`src/rtl/pipe_stage_reg.sv`:
```
// Pipeline stage register: carries one payload word between stages with valid/ready, flush and stall/bubble counters.
// Latency: 1 cycle from input transfer to out_valid; one entry per cycle sustained in both buffer modes.
// Backpressure: SKID=0 in_ready is combinational from out_ready; SKID=1 uses a 2-entry skid buffer with registered in_ready.
module pipe_stage_reg #(
    parameter int              WIDTH      = 64,
    parameter int              SKID       = 1,
    parameter int              CNT_W      = 16,
    parameter logic [WIDTH-1:0] BUBBLE_VAL = '0
) (
    input  logic             clk,
    input  logic             rst,
    input  logic             flush,
    input  logic             in_valid,
    output logic             in_ready,
    input  logic [WIDTH-1:0] in_data,
    output logic             out_valid,
    input  logic             out_ready,
    output logic [WIDTH-1:0] out_data,
    output logic [CNT_W-1:0] stall_cnt,
    output logic [CNT_W-1:0] bubble_cnt
);

    localparam logic [1:0] ST_EMPTY = 2'd0;
    localparam logic [1:0] ST_ONE   = 2'd1;
    localparam logic [1:0] ST_TWO   = 2'd2;

    localparam logic [CNT_W-1:0] CNT_MAX = '1;
    localparam logic [CNT_W-1:0] CNT_ONE = {{(CNT_W-1){1'b0}}, 1'b1};

    logic [1:0]       state_q, state_d;
    logic [WIDTH-1:0] main_q, main_d;
    logic [WIDTH-1:0] skid_q, skid_d;
    logic             in_rdy_q, in_rdy_d;
    logic [CNT_W-1:0] stall_cnt_q, stall_cnt_d;
    logic [CNT_W-1:0] bubble_cnt_q, bubble_cnt_d;
    logic             in_xfer;
    logic             out_xfer;

    // The head entry always lives in main; skid only ever holds the second entry.
    assign out_valid  = (state_q != ST_EMPTY);
    assign out_data   = out_valid ? main_q : BUBBLE_VAL;
    // The registered ready flop resets to 1 (EMPTY is ready) so the stage accepts
    // in the very first cycle after reset; rst gating keeps it low during reset.
    assign in_ready   = (SKID != 0) ? (in_rdy_q & !rst)
                                    : (!rst & (out_ready | !out_valid));
    assign in_xfer    = in_valid & in_ready;
    assign out_xfer   = out_valid & out_ready;
    assign stall_cnt  = stall_cnt_q;
    assign bubble_cnt = bubble_cnt_q;

    // Next-state for occupancy and payload storage; flush overrides any move and drops the input.
    always_comb begin
        state_d = state_q;
        main_d  = main_q;
        skid_d  = skid_q;
        if (SKID == 0) begin
            if (in_xfer) begin
                main_d  = in_data;
                state_d = ST_ONE;
            end else if (out_xfer) begin
                state_d = ST_EMPTY;
            end
        end else begin
            case (state_q)
                ST_EMPTY: begin
                    if (in_xfer) begin
                        main_d  = in_data;
                        state_d = ST_ONE;
                    end
                end
                ST_ONE: begin
                    if (in_xfer && out_xfer) begin
                        main_d = in_data;
                    end else if (in_xfer) begin
                        skid_d  = in_data;
                        state_d = ST_TWO;
                    end else if (out_xfer) begin
                        state_d = ST_EMPTY;
                    end
                end
                ST_TWO: begin
                    if (out_xfer) begin
                        main_d  = skid_q;
                        state_d = ST_ONE;
                    end
                end
                default: state_d = ST_EMPTY;
            endcase
        end
        if (flush) begin
            state_d = ST_EMPTY;
        end
        in_rdy_d = (state_d != ST_TWO);
    end

    // Saturating stall/bubble counters; flush does not gate them.
    always_comb begin
        stall_cnt_d  = stall_cnt_q;
        bubble_cnt_d = bubble_cnt_q;
        if (out_valid && !out_ready && (stall_cnt_q != CNT_MAX)) begin
            stall_cnt_d = stall_cnt_q + CNT_ONE;
        end
        if (out_ready && !out_valid && (bubble_cnt_q != CNT_MAX)) begin
            bubble_cnt_d = bubble_cnt_q + CNT_ONE;
        end
    end

    // State registers; synchronous reset has priority over flush and handshakes.
    always_ff @(posedge clk) begin
        if (rst) begin
            state_q      <= ST_EMPTY;
            main_q       <= '0;
            skid_q       <= '0;
            in_rdy_q     <= 1'b1;
            stall_cnt_q  <= '0;
            bubble_cnt_q <= '0;
        end else begin
            state_q      <= state_d;
            main_q       <= main_d;
            skid_q       <= skid_d;
            in_rdy_q     <= in_rdy_d;
            stall_cnt_q  <= stall_cnt_d;
            bubble_cnt_q <= bubble_cnt_d;
        end
    end

endmodule
```
`config.mk`:
```
export PLATFORM = sky130hd
export DESIGN_NAME = pipe_stage_reg
export DESIGN_NICKNAME = d
export VERILOG_FILES = /design/src/rtl/pipe_stage_reg.sv
export SDC_FILE = /design/constraint.sdc
export NUM_CORES = 1
export LEC_CHECK = 0
export ABC_AREA = 1
export CORE_MARGIN = 4
export CORE_UTILIZATION = 35
export CTS_CLUSTER_DIAMETER = 80
export DETAILED_ROUTE_END_ITERATION = 12
export PLACE_DENSITY = 0.6
export SLEW_MARGIN = 15
export SYNTH_ARGS = -nofsm -noshare
export SYNTH_HDL_FRONTEND = slang
export SYNTH_SLANG_ARGS = --single-unit
```
`constraint.sdc`:
```
create_clock -name clk -period 3.2 [get_ports clk]
set_clock_uncertainty 0.15 [all_clocks]
set_input_delay 0.64 -clock clk [delete_from_list [all_inputs] [get_ports clk]]
set_output_delay 0.64 -clock clk [all_outputs]
set_load 0.005 [all_outputs]
```
---- Word level (Yosys, flattened, before mapping) ----
Index checks and enable logic that the tools add are counted.
Widths: inputs -> output; s select.
word-level totals
  word-level logic and storage cells ...... 45
  flip-flop bits (word level) ............. 163
  output and inout port bits .............. 98
  bits of input ports ..................... 69
cells by class
  reduce and logical (&&, ||, !) cells .... 13
  bitwise logic cells ..................... 4
  mux-type cells .......................... 12
  equality and inequality tests ........... 8
  $add $sub $neg .......................... 2
operators by type and width
  operator               count
  $mux 64                4
  $pmux 64 s3            1
  $add 16x1->16 const B  2
  $ne 16x16->1 const B   2
  $mux 2                 6
  $ne 2x2->1 const B     4
  $pmux 2 s3             1
  $logic_and 1x1->1      5
  $reduce_and 4->1       1
  $and 1x1->1            3
  $logic_not 1->1        3
  $reduce_and 3->1       1
  $reduce_bool 3->1      1
  $eq 2x1->1 const B     1
  $eq 2x2->1 const B     1
  $logic_not 2->1        1
  $reduce_bool 2->1      1
  $not 1->1              1

---- Logic depth before layout (Yosys ltp) ----
  word-level depth ........................ 8
  mapped depth ............................ 9

---- Least setup slack after synthesis ----
No wires, ideal clock.
  path kind ............................... input -> register
  start point ............................. input port rst
  end point ............................... register main_q[43]
  data required time ...................... 2931 ps
  arrival time ............................ 1533 ps
  cell stages on the path ................. 9
  path slack .............................. 1398 ps
  setup time .............................. 119 ps
  path buffers ............................ 3
  cells stage by stage .................... buf_6 nor2_4 nand2_2 nand2_2 nand3_2 buf_6 buf_6 o21ai_0 a21oi_1
between the ends
  word-level cells in the longest chain between the ends .. 6
  elaborated cells on any way between the ends .. 7
  those cells by class .................... eq/ne: 2; bitwise: 2; reduce/logical: 3
RTL lines
  element                       line  RTL
  start: declaration            11    input logic rst,
  $logic_not 1->1 *             -
  $and 1x1->1 *                 44    assign in_ready = (SKID != 0) ? (in_rdy_q & !rst)
  via in_ready                  14    output logic in_ready,
  $and 1x1->1 *                 46    assign in_xfer = in_valid & in_ready;
  $logic_and 1x1->1             72    if (in_xfer && out_xfer) begin
  $ne 2x2->1 (no line)          -
  $reduce_and 4->1 (no line) *  -
  end signal: assignment        119   main_q <= main_d;
  end: declaration              31    logic [WIDTH-1:0] main_q, main_d;
Mark *: on every way through the listed nets, which the timed path passes. The rest lies on a longest branch.
A chain may end at the register's enable or synchronous reset.

---- Worst setup path in the final report ----
  start point ............................. register state_q[0]
  end point ............................... output port out_data[35]
between the ends
  word-level cells in the longest chain between the ends .. 2
RTL lines
  element                   line  RTL
  start: declaration        30    logic [1:0] state_q, state_d;
  start signal: assignment  118   state_q <= state_d;
  $reduce_bool 2->1         40    assign out_valid = (state_q != ST_EMPTY);
  $mux 64                   41    assign out_data = out_valid ? main_q : BUBBLE_VAL;
  end: declaration          18    output logic [WIDTH-1:0] out_data,
No other way between the ends.

==> flow_results.xml <==
<?xml version="1.0" encoding="UTF-8"?>
<metrics>
  <group name="sta">
    <metric name="final_slew_violations" unit="">0</metric>
    <metric name="period_needed" unit="ns">2.90</metric>
    <metric name="fmax" unit="MHz">345</metric>
    <metric name="timing.final.setup_violations" unit="">0</metric>
    <metric name="timing.slew.headroom" unit="%">49.2</metric>
    <metric name="rsz_0062_raised_after_global_routing" unit="">no</metric>
    <metric name="measured_slew_at_the_worst_slew_check_pin" unit="ns">0.757</metric>
    <metric name="setup-tns-final" unit="ns">0</metric>
    <metric name="finalHoldViolCount" unit="">0</metric>
    <metric name="period_share" unit="%">90.6</metric>
  </group>
  <group name="clock_tree">
    <metric name="total_clock_buffers_created_by_cts" unit="">17</metric>
    <metric name="clock_insertion_delay_worst_skew" unit="ns">0.42</metric>
    <metric name="cts_htree_levels" unit="">4</metric>
    <metric name="number_of_clock_sinks" unit="">163</metric>
    <metric name="clk_transition_reported_paths" unit="ns">0.06</metric>
    <metric name="cts-root-to-sink-buffers" unit="">2</metric>
    <metric name="post_cts_buffers" unit="">0</metric>
    <metric name="hold_buffers" unit="">0</metric>
    <metric name="clock_tree_from_tritoncts" unit="">done</metric>
    <metric name="root_buffer" unit="">sky130_fd_sc_hd__clkbuf_16</metric>
    <metric name="post_cts.resized_instances" unit="">0</metric>
  </group>
  <group name="die">
    <metric name="row_count" unit="">53</metric>
    <metric name="i_o_pin_count" unit="">167</metric>
    <metric name="dieArea" unit="sq mm">0.0242</metric>
    <metric name="coreArea" unit="sq mm">0.0212</metric>
    <metric name="die_h" unit="um">155</metric>
    <metric name="floorplan.initialDensity" unit="%">35.8</metric>
    <metric name="die_w" unit="um">155</metric>
  </group>
  <group name="synth">
    <metric name="top_cell_type_s_share_of_synthesized_area" unit="%">42.9</metric>
    <metric name="yosysSeqAreaShare" unit="%">42.9</metric>
    <metric name="synthesized_instance_count" unit="">1143</metric>
    <metric name="synth.largest_area_cell" unit="">sky130_fd_sc_hd__dfxtp_1</metric>
    <metric name="synth_xor_xnor_area_share" unit="%">1.61</metric>
    <metric name="synth_cell_types" unit="">28</metric>
    <metric name="synth_fp_nets" unit="">1214</metric>
    <metric name="synth.mux.area_fraction" unit="%">0</metric>
    <metric name="synth-compound-area-share" unit="%">14.7</metric>
    <metric name="yosys_register_bits" unit="">163</metric>
    <metric name="synth_fa_ha_area_share" unit="%">0.329</metric>
    <metric name="simple_logic_cell_fraction_of_the_synthesized_area" unit="%">30.4</metric>
    <metric name="ys_top_cells_by_area" unit="">sky130_fd_sc_hd__dfxtp_1 43%, sky130_fd_sc_hd__nand2_1 15%, sky130_fd_sc_hd__nor2_1 12%, sky130_fd_sc_hd__a21oi_1 5.9%, sky130_fd_sc_hd__o21ai_0 4.7%</metric>
    <metric name="synth-warning-count" unit="">0</metric>
    <metric name="largest_family_of_logic_cells_by_synthesized_area" unit="">simple AND/OR/NAND/NOR gates</metric>
    <metric name="syn_avg_cell_area" unit="sq um">6.66</metric>
    <metric name="synth_area" unit="sq mm">0.00761</metric>
  </group>
  <group name="worst_setup_path">
    <metric name="crit_path_top_delay_cell" unit="">sky130_fd_sc_hd__clkdlybuf4s50_1</metric>
    <metric name="path_depth_of_the_worst_reg2reg_path" unit="">7</metric>
    <metric name="worst-endpoint-required" unit="ns">2.41</metric>
    <metric name="worst-endpoint-arrival" unit="ns">2.11</metric>
    <metric name="worst_path_largest_cell_delay" unit="ns">0.45</metric>
    <metric name="worst_r2r_endpoint" unit="">stall_cnt[1]</metric>
    <metric name="startpoint_type" unit="">flip-flop</metric>
    <metric name="path_class" unit="">flip-flop to output port</metric>
    <metric name="r2r_setup_slack" unit="ns">1.02</metric>
    <metric name="startpoint_of_the_worst_slack_reg_to_reg_timing_path" unit="">stall_cnt[0]</metric>
    <metric name="crit_path_max_fanout" unit="">20</metric>
    <metric name="path_cells" unit="">inv_1 -&gt; nand2_4 -&gt; inv_2 -&gt; buf_4 -&gt; nor2_1 -&gt; clkdlybuf4s50_1</metric>
    <metric name="endpoint_kind" unit="">output port</metric>
  </group>
  <group name="global_route">
    <metric name="first_global_vias" unit="">6536</metric>
    <metric name="grt_busiest_layer" unit="">met2</metric>
    <metric name="grt.met2_usage" unit="%">27.3</metric>
    <metric name="grt_pass1_wl" unit="um">33100</metric>
    <metric name="pin_count_of_the_biggest_net_entering_global_routing" unit="">65</metric>
    <metric name="met3_track_demand_over_resource" unit="%">2.81</metric>
    <metric name="track_usage" unit="%">16.6</metric>
    <metric name="globalRouteMet1Util" unit="%">22.6</metric>
    <metric name="antenna_violations_before_repair" unit="">0</metric>
    <metric name="grt_overflow" unit="">0</metric>
  </group>
  <group name="run">
    <metric name="max_cap_viol_count" unit="">0</metric>
  </group>
  <group name="finish">
    <metric name="flow.area_growth_from_synthesis" unit="%">32.8</metric>
    <metric name="post_route_cells_drive_above_1_share" unit="%">5.12</metric>
    <metric name="num-nets-final" unit="">1346</metric>
    <metric name="fin_util" unit="%">47.6</metric>
    <metric name="fill_cells" unit="">2179</metric>
  </group>
  <group name="placed_design">
    <metric name="hpwl" unit="um">13500</metric>
    <metric name="place_congestion" unit="">0.842</metric>
    <metric name="placement.io_buffers" unit="">166</metric>
  </group>
  <group name="hold_path">
    <metric name="min_path_type" unit="">flip-flop to flip-flop</metric>
    <metric name="hold_path.startpoint" unit="">main_q[35]</metric>
    <metric name="hold_depth" unit="">2</metric>
    <metric name="whs_endpoint" unit="">main_q[35]</metric>
  </group>
  <group name="route">
    <metric name="detailedRoute.firstIterationViolations" unit="">378</metric>
    <metric name="route.vias.total" unit="">7123</metric>
    <metric name="drtAntennaViolNets" unit="">0</metric>
    <metric name="detail_route.drc_violations" unit="">0</metric>
    <metric name="drt-wirelength-per-cell" unit="um">12.8</metric>
    <metric name="post_drt_via_cell_ratio" unit="">4.55</metric>
    <metric name="drt_pre_antenna_iters" unit="">4</metric>
    <metric name="drt-total-wl" unit="um">20000</metric>
  </group>
  <group name="power">
    <metric name="p_per_area" unit="mW/mm^2">481</metric>
    <metric name="total_leakage_power" unit="uW">0.00416</metric>
    <metric name="peakVddDrop" unit="uV">333</metric>
  </group>
  <group name="run_status">
    <metric name="status" unit="">completed</metric>
  </group>
</metrics>
-- per-layer routing --
layer / share of wire [%] / vias up
met5: 0 / -
met4: 1.4 / 0
met3: 3.7 / 18
met2: 46 / 120
met1: 48 / 3134
li1: - / 3851
-- how the worst max path moves through the flow --
stage | from | to | slack [ns]
2_1_floorplan | rst | main_q[43] | 1.40
3_3_place_gp | out_ready | main_q[1] | 0.55
3_5_place_dp | rst | main_q[12] | 0.55
4_1_cts | state_q[1] | out_data[49] | 0.24
5_1_grt | state_q[0] | out_data[22] | 0.14
6_report | state_q[0] | out_data[35] | 0.30
-- stage by stage --
stage	worst slack (ns)	hold slack (ns)	std cells	power [uW]	instance area, sq um
CTS	0.238	0.302	1563	4940	10100
global route	0.140	0.321	1563	5070	10100
finish	0.301	0.300	1564	4860	10100
detailed placement	0.550	0.292	1531	2550	9410
floorplan	1.40	0.280	1143	2380	7610
global placement	0.550	0.287	1531	2540	9410
-- cell usage in the layout (no fill, tap or decap), drive strengths merged --
cell type	instances
clkinv	3
nor2	244
a21oi	89
inv	96
clkdlybuf4s50	166
o21ai	132
nand4	11
and3	1
xor2	8
nor3	2
nand2	300
diode	1
nor3b	2
xnor2	6
buf	15
nand3	21
dfxtp	163
ha	2
clkbuf	21
bufinv	6
-- state kept, by name (all words and copies together), names as in the netlist --
signal and flops:
state_q 2, skid_q 64, in_rdy_q 1, bubble_cnt 16
stall_cnt 16, main_q 64
-- layout make-up --
cell class / count / area (sq um) / area share, %
Multi-Input combinational cell: 818 / 3590 / 35.5
Sequential cell: 163 / 3260 / 32.3
Timing Repair Buffer: 181 / 1860 / 18.4
Clock buffer: 21 / 470 / 4.66
Inverter: 94 / 354 / 3.50
Tap cell: 275 / 344 / 3.41
Clock inverter: 11 / 220 / 2.18
Antenna cell: 1 / 2.50 / 0.0248
-- cells in the mapped netlist --
library cell	instances
sky130_fd_sc_hd__nand2_1	296
sky130_fd_sc_hd__nor2_1	238
sky130_fd_sc_hd__dfxtp_1	163
sky130_fd_sc_hd__inv_1	90
sky130_fd_sc_hd__a21oi_1	89
sky130_fd_sc_hd__o21ai_0	71
sky130_fd_sc_hd__o21ai_1	60
sky130_fd_sc_hd__buf_2	27
sky130_fd_sc_hd__clkbuf_1	23
sky130_fd_sc_hd__nand3_1	20
sky130_fd_sc_hd__buf_6	16
sky130_fd_sc_hd__nand4_1	11
sky130_fd_sc_hd__xor2_1	8
sky130_fd_sc_hd__xnor2_1	6
sky130_fd_sc_hd__inv_2	4
sky130_fd_sc_hd__nor2_4	4
sky130_fd_sc_hd__nand2_2	3
sky130_fd_sc_hd__ha_1	2
sky130_fd_sc_hd__nor2_2	2
sky130_fd_sc_hd__nor3b_1	2
sky130_fd_sc_hd__and3_1	1
sky130_fd_sc_hd__buf_1	1
sky130_fd_sc_hd__buf_4	1
sky130_fd_sc_hd__nand2_4	1
sky130_fd_sc_hd__nand3_2	1
sky130_fd_sc_hd__nor3_1	1
sky130_fd_sc_hd__nor3_4	1
sky130_fd_sc_hd__o21ai_4	1
-- power breakdown --
| part | switching, uW | internal [uW] | total (uW) |
|---|---|---|---|
| Combinational | 202 | 181 | 383 |
| Sequential | 20.3 | 2100 | 2120 |
| Clock | 826 | 1540 | 2360 |
-- cell families (layout without fill, tap and decap cells) --
kind of cell,Yosys count,after routing
flip-flops,163,163
XOR/XNOR,14,14
other,0,1
adder cells (fa/ha/maj),2,2
AND/OR/NAND/NOR,581,581
buffers and inverters,162,307
AO/OA/AOI/OAI,221,221
-- critical path, delay by kind of cell (launching register included) --
kind / cells / cell delay [ns]
buffers and inverters: 4 / 1.20
flip-flops: 1 / 0.32
AND/OR/NAND/NOR: 2 / 0.16
Note: power is estimated with default switching activity, not from simulation.
